## src/rtl/hazard_pkg.sv

```systemverilog
// Shared widths, types and the per-source hazard test for the D-stage stall logic.
package hazard_pkg;

  localparam int REG_W    = 5;
  localparam int T_W      = 2;
  localparam int MD_CNT_W = 4;

  typedef logic [REG_W-1:0] reg_t;
  typedef logic [T_W-1:0]   tval_t;

  localparam tval_t TUSE_NONE = 2'd3;

  // E and M are OR-ed here; E-over-M priority only matters to forwarding.
  function automatic logic src_hazard(
    input reg_t  src,
    input tval_t tuse,
    input reg_t  e_a3,
    input tval_t e_tnew,
    input reg_t  m_a3,
    input tval_t m_tnew
  );
    return (src != '0) && (tuse != TUSE_NONE) &&
           (((src == e_a3) && (tuse < e_tnew)) ||
            ((src == m_a3) && (tuse < m_tnew)));
  endfunction

endpackage

```

## src/rtl/md_busy_counter.sv

```systemverilog
// Down-counter tracking the multiply/divide busy window; busy while nonzero.
module md_busy_counter
  import hazard_pkg::*;
(
  input  logic                clk,
  input  logic                reset,
  input  logic                load,
  input  logic [MD_CNT_W-1:0] value,
  input  logic                dec,
  output logic                busy
);

  logic [MD_CNT_W-1:0] md_cnt_reg;

  always_ff @(posedge clk) begin
    if (reset) begin
      md_cnt_reg <= '0;
    end else if (load) begin
      md_cnt_reg <= value;
    end else if (dec && (md_cnt_reg != '0)) begin
      md_cnt_reg <= md_cnt_reg - MD_CNT_W'(1);
    end
  end

  assign busy = (md_cnt_reg != '0);

endmodule

```

## src/rtl/hazard_unit.sv

```systemverilog
// Stall generation from shadow E/M dest/Tnew vs. D-stage Tuse.
// Define HAZARD_MD_STALL_EN to also stall HI/LO accesses during a mult/div busy window.
module hazard_unit
  import hazard_pkg::*;
#(
  parameter int MULT_CYCLES = 5,
  parameter int DIV_CYCLES  = 10
) (
  input  logic        clk,
  input  logic        reset,
  input  logic [4:0]  D_rs,
  input  logic [4:0]  D_rt,
  input  logic [1:0]  D_tuse_rs,
  input  logic [1:0]  D_tuse_rt,
  input  logic [4:0]  D_a3,
  input  logic [1:0]  D_tnew,
  input  logic        D_md_start,
  input  logic        D_md_div,
  input  logic        D_md_use,
  output logic        stall
);

  reg_t  e_a3_reg, m_a3_reg;
  tval_t e_tnew_reg, m_tnew_reg;

  reg_t  src  [2];
  tval_t tuse [2];
  logic [1:0] hz;
  logic md_hz;

  assign src[0]  = D_rs;
  assign src[1]  = D_rt;
  assign tuse[0] = D_tuse_rs;
  assign tuse[1] = D_tuse_rt;

  generate
    for (genvar gi = 0; gi < 2; gi++) begin : g_src
      assign hz[gi] = src_hazard(src[gi], tuse[gi], e_a3_reg, e_tnew_reg,
                                 m_a3_reg, m_tnew_reg);
    end
  endgenerate

  assign stall = ~reset & ((|hz) | md_hz);

  always_ff @(posedge clk) begin
    if (reset) begin
      e_a3_reg   <= '0;
      e_tnew_reg <= '0;
      m_a3_reg   <= '0;
      m_tnew_reg <= '0;
    end else begin
      if (stall) begin
        e_a3_reg   <= '0;
        e_tnew_reg <= '0;
      end else begin
        e_a3_reg   <= D_a3;
        e_tnew_reg <= D_tnew;
      end
      m_a3_reg   <= e_a3_reg;
      m_tnew_reg <= (e_tnew_reg == '0) ? '0 : e_tnew_reg - T_W'(1);
    end
  end

`ifdef HAZARD_MD_STALL_EN
  logic e_md_reg, e_div_reg;
  logic md_busy;
  logic [MD_CNT_W-1:0] md_load_val;

  always_ff @(posedge clk) begin
    if (reset) begin
      e_md_reg  <= 1'b0;
      e_div_reg <= 1'b0;
    end else begin
      e_md_reg  <= ~stall & D_md_start;
      e_div_reg <= ~stall & D_md_start & D_md_div;
    end
  end

  // The busy window starts when the op executes in E; e_md_reg covers the issue cycle itself.
  assign md_load_val = e_div_reg ? MD_CNT_W'(DIV_CYCLES) : MD_CNT_W'(MULT_CYCLES);

  md_busy_counter u_md_busy (
    .clk   (clk),
    .reset (reset),
    .load  (e_md_reg),
    .value (md_load_val),
    .dec   (1'b1),
    .busy  (md_busy)
  );

  assign md_hz = (D_md_use & (md_busy | e_md_reg)) | (D_md_start & md_busy);
`else
  logic unused_md;
  assign unused_md = ^{D_md_start, D_md_div, D_md_use, 1'(MULT_CYCLES), 1'(DIV_CYCLES)};
  assign md_hz = 1'b0;
`endif

endmodule

```

## config.mk

```make
export PLATFORM = sky130hd
export DESIGN_NAME = hazard_unit
export DESIGN_NICKNAME = d
export VERILOG_FILES = /design/src/rtl/hazard_pkg.sv /design/src/rtl/md_busy_counter.sv /design/src/rtl/hazard_unit.sv
export SDC_FILE = /design/constraint.sdc
export NUM_CORES = 1
export LEC_CHECK = 0
export CAP_MARGIN = 20
export CORE_UTILIZATION = 40
export CTS_CLUSTER_DIAMETER = 100
export DETAILED_ROUTE_END_ITERATION = 10
export GPL_TIMING_DRIVEN = 1
export PLACE_DENSITY = 0.72
export SYNTH_ARGS = -nofsm -noshare
export SYNTH_HDL_FRONTEND = slang
export SYNTH_SLANG_ARGS = --single-unit
```

## constraint.sdc

```tcl
create_clock -name clk -period 3 [get_ports clk]
set_clock_uncertainty 0.2 [all_clocks]
set_input_delay 0.75 -clock clk [delete_from_list [all_inputs] [get_ports clk]]
set_output_delay 0.75 -clock clk [all_outputs]
set_load 0.02 [all_outputs]
```

After elaboration in Yosys (flattened, before gate mapping)
Index checks and enable logic that the tools add are counted.
{"block": "totals", "reg_bits": 14, "input_bits": 26, "out_inout_bits": 1, "word_cells": 33}
{"block": "classes", "addsub": 1, "n_lt_le_gt_ge": 4, "eq_ne": 6, "bitwise_logic": 2, "reduce_logical": 16}
{"op": "5-bit == test", "count": 4}
{"op": "5-bit nonzero test", "count": 2}
{"op": "1-bit logical AND", "count": 8}
{"op": "2-bit less-than comparator", "count": 4}
{"op": "2-bit OR reduction", "count": 3}
{"op": "2-bit != test (second input constant)", "count": 2}
{"op": "2-bit zero test", "count": 1}
{"op": "1-bit logical OR", "count": 2}
{"op": "2-bit by 1-bit subtractor with 2-bit output (second input constant)", "count": 1}
{"op": "1-bit AND", "count": 1}
{"op": "1-bit inverter", "count": 1}

Depth between registers and ports, before layout
{"block": "logic_depth", "depth_word": 7, "ltp_mapped": 6}

Least setup slack after synthesis
No wires, ideal clock.
{"block": "synth_path", "path_type": "input-to-output", "startpoint": "input port D_tuse_rt[1]", "endpoint": "output port stall", "t_arrival_ns": 1.992, "t_required_ns": 2.050, "path_slack_ns": 0.058, "cell_stages": 5, "n_path_buf": 0, "cell_sequence": "ha_1 nor4_1 nand4_1 a221oi_4 o21ba_1"}
{"block": "synth_via", "elab_chain_len": 6, "word_cells_on_any_way": 10}
{"element": "from (decl)", "line_no": "hazard_unit.sv:14", "rtl": "input logic [1:0] D_tuse_rt,"}
{"element": "2-bit less-than comparator (on tied branches)", "line_no": "hazard_pkg.sv:23, hazard_pkg.sv:24"}
{"element": "1-bit logical AND (on tied branches)", "line_no": "hazard_pkg.sv:23, hazard_pkg.sv:24"}
{"element": "1-bit logical OR", "line_no": "hazard_pkg.sv:23", "rtl": "(((src == e_a3) && (tuse < e_tnew)) ||"}
{"element": "1-bit logical AND *", "line_no": "hazard_pkg.sv:22", "rtl": "return (src != '0) && (tuse != TUSE_NONE) &&"}
{"element": "2-bit OR reduction *", "line_no": "hazard_unit.sv:43", "rtl": "assign stall = ~reset & ((|hz) | md_hz);"}
{"element": "1-bit AND *", "line_no": "hazard_unit.sv:43"}
{"element": "to (decl)", "line_no": "hazard_unit.sv:20", "rtl": "output logic stall"}
Mark *: on every way between the ends. The rest lies on a longest branch, timed or not.

Worst setup path after layout
{"block": "layout_path", "startpoint": "input port D_rt[3]", "endpoint": "output port stall"}
{"block": "layout_via", "elab_chain_len": 6, "word_cells_on_any_way": 10}
{"element": "from (decl)", "line_no": "hazard_unit.sv:12", "rtl": "input logic [4:0] D_rt,"}
{"element": "5-bit == test (on tied branches)", "line_no": "hazard_pkg.sv:23, hazard_pkg.sv:24"}
{"element": "1-bit logical AND (on tied branches)", "line_no": "hazard_pkg.sv:23, hazard_pkg.sv:24"}
{"element": "1-bit logical OR", "line_no": "hazard_pkg.sv:23"}
{"element": "1-bit logical AND *", "line_no": "hazard_pkg.sv:22"}
{"element": "2-bit OR reduction *", "line_no": "hazard_unit.sv:43"}
{"element": "1-bit AND *", "line_no": "hazard_unit.sv:43"}
Marked as above.

==> flow_metrics.env <==
export IMPL_ys_seq_area_share_pct=34.8
export IMPL_finalSetupViolations=1
export IMPL_hold_path_class="flip-flop to flip-flop"
export IMPL_slew_headroom_pct=81.6
export IMPL_area_delta_synth_final_pct=51.9
export IMPL_critical_path_peak_fanout=3
export IMPL_start_util_pct=44.7
export IMPL_placed_cells=137
export IMPL_maxSlewViolCount=0
export IMPL_worst_path_dominant_cell_family="simple AND/OR/NAND/NOR gates"
export IMPL_p_sw_mw=0.110
export IMPL_critical_path_cell_chain="buf_6 -> xor2_2 -> nor4_4 -> nand4_1 -> a221oi_4 -> o21ba_1 -> buf_6"
export IMPL_drtIter0Drc=3
export IMPL_avgSynthCellArea_sq_um=10.2
export IMPL_first_pass_iters=2
export IMPL_avgRoutedWirePerCell_microns=13.2
export IMPL_max_slew_worst_pin_slew_ns=0.272
export IMPL_critPathKind="primary input to output port"
export IMPL_post_place_ws_ns=-0.923
export IMPL_grt_max_degree=15
export IMPL_clk_pin_slew_ns=0.07
export IMPL_switching_share_pct=26.3
export IMPL_vias_per_cell=4.99
export IMPL_yosysTopAreaCellShare_pct=34.8
export IMPL_fp_dieW_microns=46.9
export IMPL_grt_usage_pct=19.7
export IMPL_hold_violations=0
export IMPL_rows=15
export IMPL_synth_top_cell_by_area="dfxtp_1"
export IMPL_cts_sinks=14
export IMPL_grt_ovfl_total=0
export IMPL_cp_common_cell="buf_6"
export IMPL_portBuffers=23
export IMPL_arrival_ns=2.05
export IMPL_fin_ws_ns=-0.00208
export IMPL_violations="setup timing"
export IMPL_clkPwrFrac_pct=23.5
export IMPL_p_total_mw=0.416
export IMPL_globalplace_congestion=0.839
export IMPL_layout_drive_gt1_share_pct=31.3
export IMPL_io_pins=27
export IMPL_post_dp_hpwl_microns=1480
export IMPL_cp_slowest_cell="a221oi_4"
export IMPL_clock_path_buffers=2
export IMPL_grt_pass1_wl_microns=3000
export IMPL_yosysUniqueCellTypes=18
export IMPL_synth_fp_nets=110
export IMPL_via_count=699
export IMPL_grt_pass1_vias=719
export IMPL_diodes=0
export IMPL_p_comb_share_pct=27.2
export IMPL_syn_cell_area_sq_um=806
export IMPL_min_period_ns=3.00
export IMPL_synthTopCellsByArea="dfxtp_1 35%, xor2_1 17%, ha_1 7.8%"
export IMPL_drc_errors=0
export IMPL_power_density_nw_per_um2=340
export IMPL_ys_ff_latch=14
export IMPL_start_kind="primary input"
export IMPL_stdcell_count=140
export IMPL_cts_hold_buf=0
export IMPL_worstPathRequired_ns=2.05
export IMPL_syn_inst=79
export IMPL_cts_root_buf="clkbuf_4"
export IMPL_totalWireLength_microns=1840
export IMPL_end_kind="output port"
export IMPL_max_vdd_ir_drop_mv=0.270
export IMPL_clock_latency_ns=0.27
export IMPL_rsz0062_at_grt="true"
export IMPL_layout_nets=148
export IMPL_die_area_sq_um=2200
export IMPL_sequentialPowerShare_pct=49.3
export IMPL_cts_htree_levels=1
export IMPL_p_leak_nw=0.518
export IMPL_regArea_sq_um=280
export IMPL_drv_cap=0
export IMPL_yosysWarnings=0
export IMPL_p_int_mw=0.306
export IMPL_multi_input_area_sq_um=567
export IMPL_antenna_found_initial=0
export IMPL_status="finished with violations"
export IMPL_ant_nets=0
export IMPL_cts_buffers=3
export IMPL_die_height_microns=46.9
export IMPL_fin_crit_sh_pct=100
export IMPL_cts_tree="done"
export IMPL_cp_buffers_inverters=2
export IMPL_nFillCells=152
export IMPL_post_cts_buffers=0
export IMPL_mostFrequentLayoutCells="14 x xor2_1, 14 x dfxtp_1, 11 x buf_4, 8 x clkdlybuf4s50_1, 7 x nor4b_1"
export IMPL_core_area_sq_um=1800
export IMPL_slowest_delay_ns=0.30
export IMPL_fmax_mhz=333
cells in the mapped netlist:
library cell / instances
a221oi_4: 2
clkbuf_1: 1
dfxtp_1: 14
ha_1: 5
inv_1: 4
nand3_1: 2
nand4_1: 2
nor2_1: 4
nor2b_1: 5
nor3_1: 2
nor4_1: 3
nor4_2: 1
nor4b_1: 7
o21ai_0: 4
o21ba_1: 1
or4_1: 2
xnor2_1: 4
xor2_1: 16
final timing paths:
| path | start | to | slack (ns) | cells past startpoint |
|---|---|---|---|---|
| max reg2reg | m_a3_reg[3]$_SDFF_PP0_ | e_a3_reg[4]$_SDFF_PP0_ | 1.13 | 6 |
| min | e_tnew_reg[0]$_SDFF_PP0_ | m_tnew_reg[0]$_SDFF_PP0_ | 0.23 | 1 |
| max | D_rt[3] | stall | -0.002 | 7 |
| min reg2reg | e_tnew_reg[0]$_SDFF_PP0_ | m_tnew_reg[0]$_SDFF_PP0_ | 0.23 | 1 |
metrics by stage:
stage / hold WS, ns / TNS, ns / instance area, sq um / utilization, %
2_1_floorplan: 0.200 / 0 / 806 / -
3_3_place_gp: 0.206 / -0.908 / 1150 / 63.6
3_5_place_dp: 0.217 / -0.923 / 1150 / 63.6
4_1_cts: 0.227 / -0.0205 / 1200 / 66.5
5_1_grt: 0.251 / -0.108 / 1220 / 67.9
6_report: 0.233 / -0.00208 / 1220 / 67.9
cell type report:
cell class | instances | share of cell area (%)
Tap cell | 25 | 2.56
Clock buffer | 3 | 1.84
Sequential cell | 14 | 22.9
Inverter | 4 | 1.23
Timing Repair Buffer | 34 | 25.2
Multi-Input combinational cell | 60 | 46.3
power groups by stage:
stage / Combinational, mW / Sequential (mW) / Clock [mW]
floorplan: 0.0447 / 0.207 / 0
global placement: 0.0997 / 0.209 / 0
detailed placement: 0.103 / 0.209 / 0
CTS: 0.108 / 0.205 / 0.103
global route: 0.124 / 0.206 / 0.110
finish: 0.113 / 0.205 / 0.0978
per-layer routing:
layer | routed length [microns] | global-route usage [%] | share of wire [%]
met5 | 0 | 0 | 0
met4 | 6 | 9.71 | 0.33
met3 | 82 | 1.54 | 4.4
met2 | 918 | 35.0 | 50
met1 | 836 | 23.7 | 45
logic make-up (layout without fill, tap and decap cells):
group | Yosys count | count (layout) | share of synthesized area (%)
AO/OA/AOI/OAI | 7 | 7 | 10.2
XOR/XNOR | 20 | 20 | 21.7
adder cells (fa/ha/maj) | 5 | 5 | 7.76
buffers and inverters | 5 | 41 | 2.33
flip-flops | 14 | 14 | 34.8
AND/OR/NAND/NOR | 28 | 28 | 23.1
what timing repair did:
| action | in CTS | in global routing |
|---|---|---|
| pin swaps | 17 | 7 |
| gates cloned | 0 | 0 |
| endpoints found under the setup margin | 1 | 1 |
| gates resized for setup | 66 | 6 |
| hold endpoints to repair | 0 | 0 |
(Power assumes the default switching activity.)
